### config.mk
export PLATFORM = sky130hd
export DESIGN_NAME = hazard_unit_p
export DESIGN_NICKNAME = d
export VERILOG_FILES = /design/src/rtl/hazard_pkg.sv /design/src/rtl/hazard_unit_p_sat_counter.sv /design/src/rtl/hazard_unit_p.sv
export SDC_FILE = /design/constraint.sdc
export NUM_CORES = 1
export LEC_CHECK = 0
export ABC_AREA = 1
export BUFFER_PORTS_ARGS = -buffer_cell sky130_fd_sc_hd__clkbuf_2
export CORE_ASPECT_RATIO = 0.9
export CORE_UTILIZATION = 55
export CTS_BUF_LIST = sky130_fd_sc_hd__clkbuf_8
export DETAILED_ROUTE_END_ITERATION = 6
export GPL_ROUTABILITY_DRIVEN = 0
export PLACE_DENSITY = 0.95
export SYNTH_ARGS = -nofsm -noshare
export SYNTH_HDL_FRONTEND = slang
export SYNTH_HIERARCHICAL = 1
export SYNTH_SLANG_ARGS = --single-unit
### constraint.sdc
create_clock -name clk -period 2.15 [get_ports clk]
set_input_delay 0.215 -clock clk [delete_from_list [all_inputs] [get_ports clk]]
set_output_delay 0.215 -clock clk [all_outputs]
set_load 0.005 [all_outputs]
### src/rtl/hazard_pkg.sv
// hazard_pkg
// Shared definitions for the pipelined ARM hazard/forwarding unit.
// Contents:
//   FWD_RF / FWD_W / FWD_M : encodings of the per-source Execute forward select
//   PC_REG_DEFAULT         : register index that is never forwarded (r15)
package hazard_pkg;

    localparam logic [1:0] FWD_RF = 2'b00;
    localparam logic [1:0] FWD_W  = 2'b01;
    localparam logic [1:0] FWD_M  = 2'b10;

    localparam int PC_REG_DEFAULT = 15;

endpackage : hazard_pkg

### src/rtl/hazard_unit_p_sat_counter.sv
// sat_counter
// Saturating up-counter used for the hazard unit performance counters.
// Ports:
//   clk   in  1      : clock
//   reset in  1      : asynchronous active-low reset, clears the count
//   inc   in  1      : count this cycle
//   clr   in  1      : synchronous clear, wins over inc
//   count out CNT_W  : current count, sticks at all-ones
module sat_counter #(
    parameter int CNT_W = 16
) (
    input  logic             clk,
    input  logic             reset,
    input  logic             inc,
    input  logic             clr,
    output logic [CNT_W-1:0] count
);

    // Clear has priority; once the count reaches all-ones it stays there.
    always_ff @(posedge clk or negedge reset) begin
        if (!reset) begin
            count <= '0;
        end else if (clr) begin
            count <= '0;
        end else if (inc && (count != {CNT_W{1'b1}})) begin
            count <= count + CNT_W'(1);
        end
    end

endmodule : sat_counter

### src/rtl/hazard_unit_p.sv
// hazard_unit_p
// Parametrised hazard detection and forwarding unit for the pipelined ARM core.
// Ports:
//   clk, reset (async active-low)
//   SrcRegD/SrcValidD       : Decode source indices and used flags (NUM_SRC each)
//   SrcRegE/SrcValidE       : Execute source indices and used flags
//   DstRegE/M/W, RegWriteE/M/W : destination index and write enable per stage
//   MemtoRegE               : Execute instruction is a load
//   PCWrD                   : Decode instruction writes the PC
//   BranchTakenE            : branch resolved taken in Execute
//   PCSrcW                  : PC written in Writeback
//   MemBusyM                : data memory not ready, freezes F..M
//   CntClr                  : synchronous clear of both performance counters
//   ForwardE                : per-source forward select (2 bits each)
//   StallF/D/E/M, FlushD/E/W: pipeline register hold / bubble controls
//   PCWrPendingF            : a PC write is in flight
//   StallCnt, FlushCnt      : saturating performance counters
module hazard_unit_p
    import hazard_pkg::*;
#(
    parameter int NUM_SRC = 3,
    parameter int REG_W   = 4,
    parameter int PC_REG  = PC_REG_DEFAULT,
    parameter int CNT_W   = 16
) (
    input  logic                     clk,
    input  logic                     reset,
    input  logic [NUM_SRC*REG_W-1:0] SrcRegD,
    input  logic [NUM_SRC-1:0]       SrcValidD,
    input  logic [NUM_SRC*REG_W-1:0] SrcRegE,
    input  logic [NUM_SRC-1:0]       SrcValidE,
    input  logic [REG_W-1:0]         DstRegE,
    input  logic [REG_W-1:0]         DstRegM,
    input  logic [REG_W-1:0]         DstRegW,
    input  logic                     RegWriteE,
    input  logic                     RegWriteM,
    input  logic                     RegWriteW,
    input  logic                     MemtoRegE,
    input  logic                     PCWrD,
    input  logic                     BranchTakenE,
    input  logic                     PCSrcW,
    input  logic                     MemBusyM,
    input  logic                     CntClr,
    output logic [NUM_SRC*2-1:0]     ForwardE,
    output logic                     StallF,
    output logic                     StallD,
    output logic                     StallE,
    output logic                     StallM,
    output logic                     FlushD,
    output logic                     FlushE,
    output logic                     FlushW,
    output logic                     PCWrPendingF,
    output logic [CNT_W-1:0]         StallCnt,
    output logic [CNT_W-1:0]         FlushCnt
);

    localparam logic [REG_W-1:0] PC_IDX = REG_W'(PC_REG);

    logic ld_match;
    logic ld_stall;
    logic pcwr_e;
    logic pcwr_m;

    // Forwarding: the M-stage ALU result is newer than the W result, so it is
    // checked first. The PC is read from its own path and is never forwarded.
    always_comb begin
        ForwardE = '0;
        for (int i = 0; i < NUM_SRC; i++) begin
            if (SrcValidE[i] && (SrcRegE[i*REG_W +: REG_W] != PC_IDX)) begin
                if (RegWriteM && (DstRegM == SrcRegE[i*REG_W +: REG_W])) begin
                    ForwardE[i*2 +: 2] = FWD_M;
                end else if (RegWriteW && (DstRegW == SrcRegE[i*REG_W +: REG_W])) begin
                    ForwardE[i*2 +: 2] = FWD_W;
                end
            end
        end
    end

    // Load-use: any used Decode source matching the load destination in E.
    always_comb begin
        ld_match = 1'b0;
        for (int i = 0; i < NUM_SRC; i++) begin
            if (SrcValidD[i] && (SrcRegD[i*REG_W +: REG_W] == DstRegE)) begin
                ld_match = 1'b1;
            end
        end
    end

    assign ld_stall     = MemtoRegE & RegWriteE & ld_match;
    assign PCWrPendingF = PCWrD | pcwr_e | pcwr_m;

    // A memory wait freezes F..M and drains W; squashes are deferred until the
    // held instructions can move again, so a held taken branch flushes later.
    assign StallF = MemBusyM | ld_stall | PCWrPendingF;
    assign StallD = MemBusyM | ld_stall;
    assign StallE = MemBusyM;
    assign StallM = MemBusyM;
    assign FlushW = MemBusyM;
    assign FlushD = ~MemBusyM & (PCWrPendingF | PCSrcW | BranchTakenE);
    assign FlushE = ~MemBusyM & (ld_stall | BranchTakenE);

    // PC-write tracker follows the PC-writing instruction through E and M.
    // A flushed E slot carries no PC write; the tracker freezes with the pipe.
    always_ff @(posedge clk or negedge reset) begin
        if (!reset) begin
            pcwr_e <= 1'b0;
            pcwr_m <= 1'b0;
        end else if (!MemBusyM) begin
            pcwr_e <= PCWrD & ~FlushE;
            pcwr_m <= pcwr_e;
        end
    end

    // StallD already includes the memory-wait term.
    sat_counter #(.CNT_W(CNT_W)) u_stall_cnt (
        .clk   (clk),
        .reset (reset),
        .inc   (StallD),
        .clr   (CntClr),
        .count (StallCnt)
    );

    sat_counter #(.CNT_W(CNT_W)) u_flush_cnt (
        .clk   (clk),
        .reset (reset),
        .inc   (BranchTakenE & ~MemBusyM),
        .clr   (CntClr),
        .count (FlushCnt)
    );

endmodule : hazard_unit_p

# == Yosys cells after proc, flatten, opt, wreduce, memory -nomap -nowiden ==
# Index checks and enable logic that the tools add are counted.
# totals
latch_bits,0
rom_bits,0
memories,0
ff_bits,34
output_inout_bits,46
word_cells,67
ram_bits,0
# classes
eq_ne,14
addsub,2
mul,0
bitwise,15
n_shift,0
magnitude_cmp,0
div,0
n_reduce_logical,16
n_mux,16
# op_table
cell,n
two-way mux 16 bit,4
== test 4 bit,9
"adder 16 x 1 -> 16 bit, second input constant",2
"!= test 16 bit, second input constant",2
logical AND 1 bit,14
two-way mux 2 bit,6
"!= test 4 bit, second input constant",3
bitwise OR 1 bit,7
bitwise AND 1 bit,6
two-way mux 1 bit,6
nonzero test 2 bit,2
NOT 1 bit,2

# == Longest topological paths before layout ==
# depth
depth_word,10
mapped_depth,14
ltp_nobuf,13

# == By module ==
# The synthesis kept the hierarchy.
# modules_own_cells
module,cells_each,area_each_um2,instances,seq_area_each_um2
sat_counter,144,1037.2,2,400.4
hazard_unit_p,146,769.5,1,50.0

# == Worst setup path before layout ==
# Ideal clock, no wire load.
# synth_path
path_kind,register -> register
from,register u_stall_cnt.count[0]
to,register u_stall_cnt.count[2]
t_required_ns,2.084
n_path_buf,1
setup_ns,0.066
period_less_slack_ns,1.483
stages_incl_launch_ff,10
path_slack_ns,0.667
arrival_ns,1.417
cell_sequence,dfrtp_1 > ha_1 > nand2_2 > nor2_4 > nand2_4 > nor2_1 > nor2_1 > buf_2 > nand4_1 > nand2_1
# synth_via
elab_chain_len,3
# synth_rtl
element,line,source
from (decl),hazard_unit_p_sat_counter.sv:16,output logic [CNT_W-1:0] count
from (signal assigned),hazard_unit_p_sat_counter.sv:26,count <= count + CNT_W'(1);
adder 16 x 1 -> 16 bit / != test 16 bit (equally long branches),"hazard_unit_p_sat_counter.sv:26, hazard_unit_p_sat_counter.sv:25",
two-way mux 16 bit / logical AND 1 bit (equally long branches),hazard_unit_p_sat_counter.sv:25,end else if (inc && (count != {CNT_W{1'b1}})) begin
two-way mux 16 bit / nonzero test 2 bit (equally long branches),--,
# Several ways; a longest one is shown, not always the timed one. The select of a mux whose other input is x is not followed.
# A chain may end at the register's enable or synchronous reset.

# == Worst setup path in the final report ==
# layout_path
from,register u_flush_cnt.count[1]
to,register u_flush_cnt.count[2]
# layout_via
elab_chain_len,3
# layout_rtl
element,line
from (decl),hazard_unit_p_sat_counter.sv:16
from (signal assigned),hazard_unit_p_sat_counter.sv:26
adder 16 x 1 -> 16 bit / != test 16 bit (equally long branches),"hazard_unit_p_sat_counter.sv:26, hazard_unit_p_sat_counter.sv:25"
two-way mux 16 bit / logical AND 1 bit (equally long branches),hazard_unit_p_sat_counter.sv:25
two-way mux 16 bit / nonzero test 2 bit (equally long branches),--
# Several ways; a longest one is shown, not always the timed one. The select of a mux whose other input is x is not followed.

==> metrics.cfg <==
[floorplanning]
coreArea_mm2 = 0.00489
start_util_pct = 58.1
design.portCount = 99
die_width_um = 77.8
num_rows = 24
die_h_um = 70.2
fp.dieArea_mm2 = 0.00546

[yosys]
synthCells = 434
syn-cell-area_mm2 = 0.00284
syn_area_per_cell_um2 = 6.55
synth-warning-count = 6
synth_flop_cell = dfrtp_1
ys_ff_latch = 34
synth_edf_count = 0
syn-num-nets = 489
async_flop_share_pct = 100
synth-seq-area-share_pct = 29.9
synth.distinct_cells = 37

[setup_path]
max_stage_delay_ns = 0.44
cp_max_fo = 13
crit_family = simple AND/OR/NAND/NOR gates
path_cells = ha_1, nand2_2, nor2_4, nand2_4, nor2_1, nor2_2, nand4_1, nand2_1
crit_arrival_ns = 2.03
path_buf_inv = 0
worstSetupPathType = reg2reg
startpoint_type = flip-flop
cp.required_ns = 2.37
crit_slowest_cell = dfrtp_1
crit_start = u_flush_cnt/count[1]$_DFFE_PN0P_
crit_path_end_kind = flip-flop
r2r_slack_ns = 0.34
timing.rr.start = u_flush_cnt/count[1]$_DFFE_PN0P_
reg2reg_depth = 8
rr_endpoint = u_flush_cnt/count[2]$_DFFE_PN0P_

[grt]
antenna_found_initial = 0
grt_pass1_wl_mm = 12.7
gr-usage-all-layers_pct = 29.0
grt_pass1_vias = 2968
grt_max_degree = 35
grt_overflow = 0

[final_layout]
stdcell_count = 598
area_delta_synth_final_pct = 21.8
nFillCells = 410
fin_nets = 587
n_antenna_cell = 0
fin_util_pct = 70.8
multi_input_area_mm2 = 0.00171
final_cell_area_mm2 = 0.00346
drive_above_1_share_pct = 25.9
ff_latch_area_um2 = 851

[cts]
postCtsSetupBuffers = 0
tritoncts = yes
clk_latency_ns = 0.29
cts.sinks = 34
cts_resized = 0
cts_max_level = 2
cts_buffer_depth = 2
cts_root_buf = clkbuf_8
cts_buffers = 5
cts-hold-fix-buffers = 0
clk_pin_slew_ns = 0.07

[detailed_routing]
route.final.wire_length_mm = 7.63
drc_errors = 0
postRouteAntennaNets = 0
firstDrtPassIters = 4
viasPerCell = 5.33
vias = 3186
wl_per_cell_um = 12.8
drt-initial-drc-count = 130

[power_and_ir_drop]
power-per-cell-area_mw_per_mm2 = 431
leakage_nw = 1.91
ir_drop_uv = 389

[placement]
port_buffers = 98
dp.cells = 590
placed_area_mm2 = 0.00335
dp_hpwl_mm = 5.87
place_ws_ns = 0.168

[timing]
tightest_slew_ns = 0.836
fin_setup_tns_ns = 0
finalSetupViolCount = 0
min_period_over_period_pct = 84.0
finalHoldViolCount = 0
rsz0062_at_grt = no
fmax_mhz = 554
finalClockSkew_ns = 0.0107
period_minus_slack_ns = 1.81
relSlewSlack_pct = 44.2
drv_slew = 0
finalWorstSetupSlack_ns = 0.344

[flow_run]
cap_violations = 0

[min_path]
hp-class = in2async

[outcome]
status = finished clean

-- cell type report --
| class | count | area share, % |
|---|---|---|
| clock buffer | 8 | 3.18 |
| inverter | 53 | 5.89 |
| multi-input combinational | 338 | 49.4 |
| sequential | 34 | 24.6 |
| tap | 65 | 2.35 |
| timing repair buffer | 100 | 14.6 |
-- cells by family after synthesis --
family | synth area share, %
fa+ha+maj | 0.880
simple gates | 44.0
xor+xnor | 8.01
flops | 29.9
buf+inv | 9.99
compound gates | 7.17
-- how the worst max path moves through the flow --
stage / end / slack (ns) / cells past startpoint
floorplan: u_stall_cnt/count[2]$_DFFE_PN0P_ / 0.67 / 9
global placement: u_flush_cnt/count[7]$_DFFE_PN0P_ / 0.29 / 8
detailed placement: u_flush_cnt/count[10]$_DFFE_PN0P_ / 0.17 / 8
CTS: u_flush_cnt/count[2]$_DFFE_PN0P_ / 0.13 / 8
global route: u_flush_cnt/count[10]$_DFFE_PN0P_ / 0.21 / 8
finish: u_flush_cnt/count[2]$_DFFE_PN0P_ / 0.34 / 8
-- placed cells by master (no fill, tap or decap), types with 2 or more instances in the layout --
cell type and n:
nand2_4 4, xnor2_1 14, nor2_1 52, o21bai_1 4
nor3_1 6, inv_2 8, inv_4 2, a21oi_1 4
nand2_1 145, o21ai_1 3, inv_1 43, o21ai_0 10
clkbuf_2 98, buf_4 2, nand4_1 21, clkbuf_8 8
or2_2 2, xor2_1 12, ha_1 2, o22ai_1 2
dfrtp_1 34, nand3_1 33, and2_1 2, nor2_4 4
o21ai_4 2, nand2_2 5
-- synth_stat cells, types with 5 or more instances --
library cell | number | area (um2)
dfrtp_1 | 34 | 851
inv_1 | 43 | 161
inv_2 | 8 | 30.0
nand2_1 | 145 | 544
nand2_2 | 5 | 31.3
nand3_1 | 33 | 165
nand4_1 | 21 | 131
nor2_1 | 53 | 199
nor3_1 | 6 | 30.0
o21ai_0 | 10 | 50.1
xnor2_1 | 14 | 123
xor2_1 | 12 | 105
-- flip-flops by register name (all words and copies together), names as in the netlist --
register	count
pcwr_m	1
u_flush_cnt/count	16
pcwr_e	1
u_stall_cnt/count	16
-- per-stage QoR --
stage | power [mW] | hold slack (ns)
floorplan | 0.823 | -0.0806
global placement | 0.935 | 0.357
detailed placement | 0.944 | 0.356
CTS | 1.50 | 0.0508
global route | 1.56 | 0.0832
finish | 1.49 | 0.0208
-- power by group --
| group | internal, mW | leakage (nW) | total (mW) | switching (mW) |
|---|---|---|---|---|
| combinational | 0.109 | 1.38 | 0.276 | 0.167 |
| clock | 0.324 | 0.0575 | 0.556 | 0.233 |
| sequential | 0.649 | 0.470 | 0.659 | 0.0100 |
-- routing by layer --
| metal | up-vias | GRT usage (%) | routed length (um) |
|---|---|---|---|
| li1 | 1573 | - | - |
| met1 | 1433 | 36.7 | 3260 |
| met2 | 163 | 48.3 | 3580 |
| met3 | 17 | 5.23 | 663 |
| met4 | 0 | 13.0 | 124 |
| met5 | - | 0 | 0 |
Power figures use the tool's default switching activity.
